### src/rtl/qspi_pkg.sv
// rtl/qspi_pkg.sv - state encoding and command constants for the QSPI memory controller
package qspi_pkg;

   typedef enum logic [2:0] {
      ST_IDLE,
      ST_CMD,
      ST_ADDR,
      ST_MODE,
      ST_DUMMY,
      ST_RDATA,
      ST_WDATA,
      ST_FIN
   } qspi_state_t;

   typedef enum logic [1:0] {
      TGT_FLASH,
      TGT_RAM_A,
      TGT_RAM_B
   } qspi_target_t;

   localparam logic [7:0] CMD_READ     = 8'h0B;
   localparam logic [7:0] CMD_WRITE    = 8'h02;
   localparam logic [7:0] FLASH_MODE   = 8'hA0;
   localparam int         ADDR_NIBBLES = 6;

endpackage

### src/rtl/qspi_mem_ctrl.sv
// rtl/qspi_mem_ctrl.sv - nibble-serial QSPI master for one quad-read flash and two PSRAMs
module qspi_mem_ctrl
   import qspi_pkg::*;
#(
   parameter int DUMMY_NIBBLES = 4
) (
   input  logic        clk,
   input  logic        rst_n,
   input  logic        start,
   input  logic        we,
   input  logic [24:0] addr,
   input  logic [1:0]  len,
   input  logic [31:0] wdata,
   output logic [31:0] rdata,
   output logic        busy,
   output logic        done,
   output logic        err,
   output logic        qspi_clk,
   output logic [3:0]  qspi_data_out,
   output logic [3:0]  qspi_data_oe,
   input  logic [3:0]  qspi_data_in,
   output logic        qspi_flash_select,
   output logic        qspi_ram_a_select,
   output logic        qspi_ram_b_select
);

   qspi_state_t  state_q, state_d;
   qspi_target_t target_q;
   logic         phase_q;
   logic [4:0]   cnt_q;
   logic [31:0]  sr_q;
   logic [23:0]  addr_q;
   logic [31:0]  wdata_q;
   logic [1:0]   len_q;
   logic         we_q;
   logic         err_q;
   logic [31:0]  rdata_q;

   logic         accept;
   logic         serial;
   logic         last_nibble;
   logic [2:0]   rd_idx;
   logic [4:0]   rd_bit;
   logic [23:0]  addr_load;

   // Only IDLE accepts a request; FIN is a mandatory gap that keeps the selects high.
   assign accept      = (state_q == ST_IDLE) && start;
   assign serial      = (state_q != ST_IDLE) && (state_q != ST_FIN);
   // A phase ends on the high half of the last nibble's serial clock.
   assign last_nibble = phase_q && (cnt_q == 5'd0);
   // Data nibble index j counts up as cnt_q counts down; even j is the high nibble of byte j/2.
   assign rd_idx      = {len_q, 1'b1} - cnt_q[2:0];
   assign rd_bit      = {rd_idx[2:1], ~rd_idx[0], 2'b00};
   // Flash enters ADDR straight from IDLE, before addr_q has been captured.
   assign addr_load   = (state_q == ST_IDLE) ? addr[23:0] : addr_q;
   assign rdata       = rdata_q;

   // State register
   always_ff @(posedge clk or negedge rst_n) begin
      if (!rst_n) state_q <= ST_IDLE;
      else        state_q <= state_d;
   end

   // Next-state sequencing of the command / address / data phases
   always_comb begin
      state_d = state_q;
      case (state_q)
         ST_IDLE:  if (start) state_d = addr[24] ? ST_CMD : (we ? ST_FIN : ST_ADDR);
         ST_CMD:   if (last_nibble) state_d = ST_ADDR;
         ST_ADDR:  if (last_nibble) state_d = (target_q == TGT_FLASH) ? ST_MODE :
                                               (we_q ? ST_WDATA : ST_DUMMY);
         ST_MODE:  if (last_nibble) state_d = ST_DUMMY;
         ST_DUMMY: if (last_nibble) state_d = ST_RDATA;
         ST_RDATA: if (last_nibble) state_d = ST_FIN;
         ST_WDATA: if (last_nibble) state_d = ST_FIN;
         ST_FIN:   state_d = ST_IDLE;
         default:  state_d = ST_IDLE;
      endcase
   end

   // Request capture, nibble shift register, phase counter and read assembly
   always_ff @(posedge clk or negedge rst_n) begin
      if (!rst_n) begin
         phase_q  <= 1'b0;
         cnt_q    <= '0;
         sr_q     <= '0;
         addr_q   <= '0;
         wdata_q  <= '0;
         len_q    <= '0;
         we_q     <= 1'b0;
         err_q    <= 1'b0;
         rdata_q  <= '0;
         target_q <= TGT_FLASH;
      end else begin
         if (accept) begin
            we_q     <= we;
            len_q    <= len;
            wdata_q  <= wdata;
            err_q    <= we && !addr[24];
            addr_q   <= addr[24] ? {1'b0, addr[22:0]} : addr[23:0];
            target_q <= !addr[24] ? TGT_FLASH : (addr[23] ? TGT_RAM_B : TGT_RAM_A);
            if (!we) rdata_q <= '0;
         end
         if ((state_q == ST_RDATA) && !phase_q) rdata_q[rd_bit +: 4] <= qspi_data_in;
         if (state_d != state_q) begin
            phase_q <= 1'b0;
            case (state_d)
               ST_CMD:   begin sr_q <= {(we ? CMD_WRITE : CMD_READ), 24'h0}; cnt_q <= 5'd1; end
               ST_ADDR:  begin sr_q <= {addr_load, 8'h0}; cnt_q <= 5'(ADDR_NIBBLES - 1); end
               ST_MODE:  begin sr_q <= {FLASH_MODE, 24'h0}; cnt_q <= 5'd1; end
               ST_DUMMY: begin sr_q <= '0; cnt_q <= 5'(DUMMY_NIBBLES - 1); end
               ST_RDATA: begin sr_q <= '0; cnt_q <= {2'b00, len_q, 1'b1}; end
               ST_WDATA: begin
                  sr_q  <= {wdata_q[7:0], wdata_q[15:8], wdata_q[23:16], wdata_q[31:24]};
                  cnt_q <= {2'b00, len_q, 1'b1};
               end
               default:  begin sr_q <= '0; cnt_q <= '0; end
            endcase
         end else if (serial) begin
            phase_q <= ~phase_q;
            if (phase_q) begin
               sr_q  <= {sr_q[27:0], 4'h0};
               cnt_q <= cnt_q - 5'd1;
            end
         end
      end
   end

   // Bus pins and status derived from the current state
   always_comb begin
      busy              = 1'b0;
      done              = 1'b0;
      err               = 1'b0;
      qspi_clk          = 1'b0;
      qspi_data_out     = 4'h0;
      qspi_data_oe      = 4'h0;
      qspi_flash_select = 1'b1;
      qspi_ram_a_select = 1'b1;
      qspi_ram_b_select = 1'b1;
      if (state_q == ST_FIN) begin
         done = 1'b1;
         err  = err_q;
      end else if (serial) begin
         busy     = 1'b1;
         qspi_clk = phase_q;
         case (target_q)
            TGT_FLASH: qspi_flash_select = 1'b0;
            TGT_RAM_A: qspi_ram_a_select = 1'b0;
            default:   qspi_ram_b_select = 1'b0;
         endcase
         if ((state_q == ST_CMD) || (state_q == ST_ADDR) ||
             (state_q == ST_MODE) || (state_q == ST_WDATA)) begin
            qspi_data_oe  = 4'hF;
            qspi_data_out = sr_q[31:28];
         end
      end
   end

endmodule

### config.mk
export PLATFORM = sky130hd
export DESIGN_NAME = qspi_mem_ctrl
export DESIGN_NICKNAME = d
export VERILOG_FILES = /design/src/rtl/qspi_pkg.sv /design/src/rtl/qspi_mem_ctrl.sv
export SDC_FILE = /design/constraint.sdc
export NUM_CORES = 1
export LEC_CHECK = 0
export BUFFER_PORTS_ARGS = -buffer_cell sky130_fd_sc_hd__buf_2
export CAP_MARGIN = 20
export CORE_AREA = 2 2 113 115
export DETAILED_ROUTE_END_ITERATION = 8
export DIE_AREA = 0 0 115 117
export HOLD_SLACK_MARGIN = 0.05
export PLACE_DENSITY = 0.79
export SYNTH_ARGS = -nofsm -noshare
export SYNTH_HDL_FRONTEND = slang
export SYNTH_SLANG_ARGS = --single-unit
### constraint.sdc
create_clock -name clk -period 3.4 [get_ports clk]
set_input_delay 0.51 -clock clk [delete_from_list [all_inputs] [get_ports clk]]
set_output_delay 0.51 -clock clk [all_outputs]
set_load 0.005 [all_outputs]
Yosys cells after proc, flatten, opt, wreduce, memory -nomap -nowiden
Index checks and enable logic that the tools add are counted. W data, S select, Z words.

Flip-flop bits (word level): 135. Output and inout bits: 47. Word-level logic and storage cells: 106.

$add $sub $neg: 3. Equal/unequal tests: 16. Shift-type cells: 2. Muxes and demuxes: 51. Bitwise logic cells: 2. Reductions and logical operators: 21.

Operator list (count): $mux W32 (6); $pmux W32 S4 (1); $mux W24 (2); $bwmux W32 (1); $shift A4 B7 Y32 const A (1); $shiftx A4 B7 Y32 (1); $mux W4 (7); $mux W3 (9); $eq A3 B3 Y1 const B (7); $pmux W3 S7 (1); $mux W1 (17); $mux W5 (3); $eq A3 B2 Y1 const B (4); $pmux W3 S4 (1); $reduce_or A2 Y1 (4); $neg A5 Y7 (1); $eq A3 B1 Y1 const B (2); $mux W2 (3); $logic_and A1 B1 Y1 (5); $logic_not A5 Y1 (1); $sub A5 B1 Y5 const B (1); $reduce_bool A2 Y1 (2); $logic_not A3 Y1 (1); $logic_or A1 B1 Y1 (3); 9 further kinds (11).

Logic depth before layout (Yosys ltp)
Gate-level depths: netlist of the first run.

Depth after elaboration: 8. Mapped depth: 11. Mapped depth without buffers: 9.

Worst setup path after synthesis of the first run
No wires, ideal clock.

Path type: reg-to-reg. From: register cnt_q[0]. To: register cnt_q[1]. Library setup time: 0.120 ns. Arrival time: 2.294 ns. Setup slack: 0.985 ns. Cell stages (with the launch flop): 11. Period minus slack after synthesis: 2.415 ns. Cell sequence: dfrtp_1 -> clkbuf_1 -> inv_1 -> ha_1 -> and2_1 -> a32oi_1 -> o2111a_4 -> clkinv_4 -> o21a_1 -> buf_2 -> a31o_2.

Cells in the longest elaborated chain, start to end: 8. Elaborated cells between the ends (all ways): 25. Classes of those cells: add/sub (1); eq/ne (7); mux (10); reduce/logical (7).

RTL lines: start: declaration (RTL line qspi_mem_ctrl.sv:30) `logic [4:0] cnt_q;`; start signal: assignment (RTL line qspi_mem_ctrl.sv:109) `ST_ADDR: begin sr_q <= {addr_load, 8'h0}; cnt_q <= 5'(ADDR_NIBBLES - 1); end`; start signal: assignment (RTL line qspi_mem_ctrl.sv:115) `cnt_q <= {2'b00, len_q, 1'b1};`; start signal: assignment (RTL line qspi_mem_ctrl.sv:123) `cnt_q <= cnt_q - 5'd1;`; $logic_not A5 Y1 (RTL line qspi_mem_ctrl.sv:50) `assign last_nibble = phase_q && (cnt_q == 5'd0);`; $logic_and A1 B1 Y1 (RTL line qspi_mem_ctrl.sv:50); $mux W3, on equally long branches; $pmux W3 S7 (RTL line qspi_mem_ctrl.sv:67) `case (state_q)`; $eq A3 B3 Y1, or another cell as far along (RTL line qspi_mem_ctrl.sv:107) `case (state_d)`; $reduce_or A2 Y1 (no source line); $pmux W3 S4 (RTL line qspi_mem_ctrl.sv:107); $mux W5 (RTL line qspi_mem_ctrl.sv:105) `if (state_d != state_q) begin`.

Several ways; a longest one is shown, not always the timed one. The select of a mux whose other input is x is not followed. A chain may end at the register's enable or synchronous reset.

Worst setup path in the final report of the first run
From: register cnt_q[0]. To: register sr_q[3].

Cells in the longest elaborated chain, start to end: 7. Elaborated cells between the ends (all ways): 18. Classes of those cells: eq/ne (5); mux (8); reduce/logical (5).

RTL lines: $logic_not A5 Y1 * (RTL line qspi_mem_ctrl.sv:50); $logic_and A1 B1 Y1 * (RTL line qspi_mem_ctrl.sv:50); $mux W3, on equally long branches; $pmux W3 S7 * (RTL line qspi_mem_ctrl.sv:67); $eq A3 B3 Y1, or another cell as far along (RTL line qspi_mem_ctrl.sv:107); $pmux W32 S4 or $reduce_bool A2 Y1 (tied branches); $mux W32 or $reduce_and A2 Y1 (tied branches); end signal: assignment (RTL line qspi_mem_ctrl.sv:109); end signal: assignment (RTL line qspi_mem_ctrl.sv:114) `sr_q <= {wdata_q[7:0], wdata_q[15:8], wdata_q[23:16], wdata_q[31:24]};`; end signal: assignment (RTL line qspi_mem_ctrl.sv:122) `sr_q <= {sr_q[27:0], 4'h0};`; end: declaration (RTL line qspi_mem_ctrl.sv:31) `logic [31:0] sr_q;`.

Every way passes the cells marked *; elsewhere a longest branch is shown, timed or not.

==> impl_metrics.json, run 1 <==
{
  "cts_root_buf": "clkbuf_16",
  "hold_viol": 0,
  "fillers": 957,
  "syn_area_um2": 6808,
  "endpoint_kind": "flip-flop",
  "htreeDepth": 4,
  "synth_edf_count": 0,
  "postPlaceCellArea_um2": 7491,
  "track_usage_pct": 25.49,
  "setup_viol_count_final": 0,
  "finalSetupTns_ps": 0,
  "yosysSeqAreaShare_pct": 49.62,
  "synth_seq_cells": 135,
  "core_um2": 12310,
  "synth_warnings": 0,
  "syn_avg_cell_area_um2": 9.895,
  "power_w": 0.008127,
  "grt_pass1_vias": 5557,
  "start_kind": "flip-flop",
  "finalNonFillerCells": 954,
  "cp.arrival_ps": 3310,
  "path_buf_inv": 2,
  "insertion_delay_ps": 430,
  "wl_um": 16250,
  "initial_core_util_pct": 55.29,
  "synth_flop_cell": "dfrtp_1",
  "required_ps": 3760,
  "p_clk_share_pct": 23.5,
  "hold_class": "in -> reg",
  "status": "finished, final reports clean",
  "die_area_um2": 13460,
  "grt_pass1_wl_um": 26610,
  "power_per_cell_area_nw_per_um2": 1002,
  "path_cells": "inv_1, ha_1, and2_1, a32oi_1, o2111a_4, clkinv_4, a21oi_4, and3_1, a22o_1",
  "drc_errors": 0,
  "avgRoutedWirePerCell_um": 17.03,
  "synth_nets": 763,
  "rsz0062_at_grt": "no",
  "async_flop_share_pct": 100.0,
  "gp_congestion": 0.9340,
  "clock.fmax_mhz": 338.8,
  "max_cap_viol_count": 0,
  "final_common_cell": "nand2_1",
  "cts_buffer_depth": 2,
  "crit_path_max_fanout": 24,
  "final_cell_area_um2": 8113,
  "relSlewSlack_pct": 32.73,
  "cts_buffers": 17,
  "p_comb_share_pct": 43.7,
  "grt_max_degree": 69,
  "slew_viol_final": 0,
  "fin_util_pct": 65.89,
  "dr.pass1.iters": 4,
  "n_antenna_cell": 0,
  "die_x_um": 115,
  "leakage_nw": 4.000,
  "synth.distinct_cells": 59,
  "clkSinkCount": 135,
  "peakVddDrop_uv": 498.1,
  "drtAntennaViolNets": 0,
  "detailed_place_hpwl_um": 10940,
  "die_h_um": 117,
  "worst_path_max_delay_cell": "dfrtp_1",
  "seq_power_share_pct": 32.9,
  "fin_nets": 866,
  "min_period_ps": 2951,
  "dpl.cell_count": 921,
  "ios": 114,
  "cts_tree": "built",
  "skew_ps": 10.68,
  "p_switching_w": 0.003120,
  "power_switching_share_pct": 38.39,
  "criticalPathCategory": "reg -> reg",
  "worst_slew_pin_slew_ps": 998.6,
  "path_delay_family": "compound AO/OA/AOI/OAI gates",
  "num_rows": 41,
  "period_share_pct": 86.81,
  "cts_setup_buffers": 0,
  "clk_pin_slew_ps": 60,
  "num_vias": 5461,
  "netlist_instances": 688,
  "cpPeakStageDelay_ps": 510,
  "via_per_inst": 5.724,
  "port_buffers": 113,
  "hold_buffers": 1,
  "drt-initial-drc-count": 297,
  "area_growth_pct": 19.17,
  "layout_common_cells": "nand2_1, dfrtp_1, buf_2",
  "antenna_found_initial": 1,
  "overflow": 0,
  "drive_gt1_share_pct": 30.60,
  "p_int_w": 0.005007,
  "cts_resized": 0
}
-- cells in the mapped netlist (2+ instances only) --
cell       instances  area [µm²]
nand2_1          198       743.2
dfrtp_1          135        3378
mux2_2            75       844.6
a21oi_1           41       205.2
mux2i_1           32       320.3
clkbuf_1          24       90.09
o21ai_0           17       85.08
o21ai_1           15       75.07
inv_1             12       45.04
nand3_1           11       55.05
buf_2             10       50.05
nor2_1            10       37.54
and2_1             8       50.05
ha_1               8       100.1
buf_4              7       52.55
and3_1             5       31.28
nor3_1             5       25.02
xnor2_1            5       43.79
a22o_1             4       35.03
a31oi_1            4       25.02
nand2b_1           4       25.02
o2bb2ai_1          4       35.03
a32oi_1            3       26.28
mux2_1             3       33.78
nand4_1            3       18.77
nor2b_1            3       18.77
or3_1              3       18.77
buf_1              2       7.510
nor4_1             2       12.51
o211ai_1           2       15.01
o21a_1             2       15.01
o31a_1             2       17.52
or4b_1             2       20.02
xor2_1             2       17.52
-- per-stage QoR --
stage,hold slack [ps],setup slack (ps)
final,315.7,448.5
after detailed placement,443.1,551.9
after floorplan,214.4,985.5
after global routing,311.4,307.1
after global placement,431.6,691.6
after CTS,308.1,493.2
-- layer usage --
metal / up-vias / wire length (µm) / track usage [%]
met5: - / 13 / 0
met4: 2 / 457 / 11.24
met3: 46 / 806 / 5.819
met2: 191 / 8335 / 43.76
met1: 2659 / 6632 / 31.02
li1: 2563 / - / -
-- final timing paths --
kind	end	slack, ps	depth (start not counted)	startpoint
worst max-delay path	sr_q[3]$_DFFE_PN0P_	450	9	cnt_q[0]$_DFFE_PN0P_
worst min-delay path	wdata_q[19]$_DFFE_PN0P_	320	2	wdata[19]
worst max register to register	sr_q[3]$_DFFE_PN0P_	450	9	cnt_q[0]$_DFFE_PN0P_
worst min register to register	err_q$_DFFE_PN0P_	480	2	err_q$_DFFE_PN0P_
max in group asynchronous	sr_q[14]$_DFFE_PN0P_	1990	3	rst_n
min in group asynchronous	rdata[30]$_DFF_PN0_	540	2	rst_n
-- power by group through the flow --
| stage | clock [W] | combinational, W | sequential (W) |
|---|---|---|---|
| finish | 0.00191 | 0.00355 | 0.00267 |
| global route | 0.00200 | 0.00392 | 0.00275 |
| detailed placement | 0 | 0.00349 | 0.00268 |
| CTS | 0.00193 | 0.00354 | 0.00267 |
| global placement | 0 | 0.00337 | 0.00265 |
| floorplan | 0 | 0.00270 | 0.00252 |
-- layout make-up --
type	count	area [µm²]	share of cell area (%)
clock buffer	18	429.2	5.290
inverter	15	61.31	0.7557
clock inverter	14	182.7	2.252
sequential	135	3378	41.64
timing repair buffer	127	700.7	8.637
tap	150	187.7	2.313
multi-input combinational	495	3173	39.11
-- logic make-up after synthesis --
group	count (synthesis)	share of synthesized area, %
simple gates	261	16.34
flops	135	49.62
mux	110	17.61
compound gates	108	10.05
buf+inv	58	3.841
fa+ha+maj	9	1.636
xor+xnor	7	0.9006
-- registers in the layout, summed over array words and instances (netlist names) --
name	flops
len_q	2
state_q	3
addr_q	24
err_q	1
cnt_q	5
target_q	2
sr_q	32
phase_q	1
rdata	32
wdata_q	32
we_q	1
No activity file was read; power rests on OpenSTA's default activity.
==> run 2, diff against run 1 <==
--- a/config.mk
+++ b/config.mk
@@ -7,9 +7,9 @@
 export LEC_CHECK = 0
 export BUFFER_PORTS_ARGS = -buffer_cell sky130_fd_sc_hd__buf_2
 export CAP_MARGIN = 20
-export CORE_AREA = 2 2 113 115
+export CORE_AREA = 3 3 114 116
 export DETAILED_ROUTE_END_ITERATION = 8
-export DIE_AREA = 0 0 115 117
+export DIE_AREA = 0 0 117 119
 export HOLD_SLACK_MARGIN = 0.05
 export PLACE_DENSITY = 0.79
 export SYNTH_ARGS = -nofsm -noshare
==> run 2 against run 1 <==
Clock power shrank 11%. Sequential share of layout area increased by 0.57 points. Critical path depth did not move. Worst hold slack lost 130 ps. Die area is 3.5% higher. Largest power group unchanged.
==> impl_metrics.json, run 2 (same netlist as run 1, synthesis figures left out) <==
{
  "clkSinkCount": 135,
  "cts_buffer_depth": 2,
  "fin_nets": 864,
  "hold_class": "in -> async",
  "dr.pass1.iters": 6,
  "die_h_um": 119,
  "power_per_cell_area_nw_per_um2": 985.7,
  "dpl.cell_count": 917,
  "grt_pass1_wl_um": 26520,
  "insertion_delay_ps": 410,
  "setup_viol_count_final": 0,
  "endpoint_kind": "flip-flop",
  "cpPeakStageDelay_ps": 660,
  "slew_viol_final": 0,
  "drc_errors": 0,
  "cts_resized": 0,
  "num_rows": 40,
  "path_delay_family": "compound AO/OA/AOI/OAI gates",
  "via_per_inst": 5.772,
  "required_ps": 3720,
  "path_cells": "inv_1, ha_1, and2_1, a32oi_1, o2111a_4, clkinv_4, o21ai_1, o21ai_0, a32oi_1",
  "r2r_slack_ps": 290,
  "cts_buffers": 17,
  "crit_path_max_fanout": 24,
  "timing.hold.ws_ps": 183.0,
  "period_share_pct": 91.35,
  "detailed_place_hpwl_um": 11130,
  "path_buf_inv": 2,
  "cts_root_buf": "clkbuf_16",
  "hold_buffers": 0,
  "ios": 114,
  "n_antenna_cell": 0,
  "timing.critical_path.mode_cell": "a32oi_1",
  "drt-initial-drc-count": 405,
  "leakage_nw": 3.951,
  "worst_path_max_delay_cell": "o21ai_1",
  "cp.arrival_ps": 3430,
  "hold_viol": 0,
  "die_area_um2": 13920,
  "final_common_cell": "nand2_1",
  "grt_max_degree": 136,
  "grt_pass1_vias": 5514,
  "rr_endpoint": "sr_q[31]$_DFFE_PN0P_",
  "avgRoutedWirePerCell_um": 17.08,
  "track_usage_pct": 24.01,
  "gp_congestion": 0.8639,
  "core_um2": 12010,
  "overflow": 0,
  "rsz0062_at_grt": "no",
  "drtAntennaViolNets": 0,
  "min_period_ps": 3106,
  "die_x_um": 117,
  "criticalPathCategory": "reg -> reg",
  "wl_um": 16160,
  "worst_slew_pin_slew_ps": 916.2,
  "num_vias": 5460,
  "initial_core_util_pct": 56.68,
  "fillers": 914,
  "use_met1_pct": 31.36,
  "skew_ps": 6.556,
  "top_usage_layer": "met2",
  "r2r.worst_path.cells": 9,
  "area_growth_pct": 17.57,
  "relSlewSlack_pct": 38.27,
  "htreeDepth": 4,
  "drive_gt1_share_pct": 29.66,
  "antenna_found_initial": 0,
  "peakVddDrop_uv": 596.0,
  "layout_common_cells": "nand2_1, dfrtp_1, buf_2",
  "grt_util_met2_pct": 38.98,
  "port_buffers": 113,
  "status": "finished, final reports clean",
  "r2r_start": "cnt_q[0]$_DFFE_PN0P_",
  "clock.fmax_mhz": 322.0,
  "max_cap_viol_count": 0,
  "finalSetupTns_ps": 0,
  "clk_pin_slew_ps": 50,
  "finalNonFillerCells": 946,
  "cts_setup_buffers": 0,
  "use_met3_pct": 6.809,
  "cts_tree": "built",
  "start_kind": "flip-flop"
}
## run 2: changes by cell type in the layout (fill, tap and decap cells not counted), sizes merged
cell and delta:
buf -1, bufinv -2, clkbuf +6, clkinv -5
clkinvlp -2, dlygate4sd3 -1
## run 2: cell type report
| cell class | count | area, µm² | area share [%] |
|---|---|---|---|
| clock buffers | 24 | 461.7 | 5.768 |
| clock inverters | 5 | 75.07 | 0.9379 |
| inverters | 15 | 61.31 | 0.7660 |
| multi-input cells | 495 | 3173 | 39.64 |
| flip-flops and latches | 135 | 3378 | 42.21 |
| well taps | 147 | 183.9 | 2.298 |
| repair buffers | 125 | 670.6 | 8.379 |
## run 2: worst reg2reg max path, delay by kind of cell, from the launching register on
kind                       cells  cell delay [ps]
AOI/OAI and AO/OA              5             1660
and+or+nand+nor                1              200
adders and majority gates      1              260
DFF                            1              510
buffers and inverters          2              390
## run 2: power by group
group	switching (W)	internal [W]
clock network	0.000619	0.00108
logic	0.00199	0.00152
registers	0.000434	0.00224
total	0.00304	0.00485
## run 2: per-layer routing
metal,wire length (µm),vias up
met5,0,-
met4,203,0
met1,6846,2702
met3,976,17
met2,8129,194
li1,-,2547
## run 2: worst max path at each step
stage | start | endpoint | slack (ps) | depth (start not counted)
floorplan | cnt_q[0]$_DFFE_PN0P_ | cnt_q[1]$_DFFE_PN0P_ | 990 | 10
global placement | start | sr_q[13]$_DFFE_PN0P_ | 530 | 8
detailed placement | state_q[2]$_DFF_PN0_ | sr_q[8]$_DFFE_PN0P_ | 380 | 7
CTS | cnt_q[0]$_DFFE_PN0P_ | sr_q[31]$_DFFE_PN0P_ | 350 | 9
global route | cnt_q[0]$_DFFE_PN0P_ | sr_q[31]$_DFFE_PN0P_ | 100 | 9
finish | cnt_q[0]$_DFFE_PN0P_ | sr_q[31]$_DFFE_PN0P_ | 290 | 9
## run 2: per-stage QoR
stage / total power (W) / setup slack, ps / util, % / cell area, µm²
5_1_grt: 0.008441 / 96.18 / 66.64 / 8004
3_5_place_dp: 0.006157 / 380.3 / 62.17 / 7467
2_1_floorplan: 0.005223 / 985.5 / - / 6808
4_1_cts: 0.007902 / 349.3 / 66.64 / 8004
3_3_place_gp: 0.006003 / 530.4 / 62.17 / 7467
6_report: 0.007889 / 294.1 / 66.64 / 8004
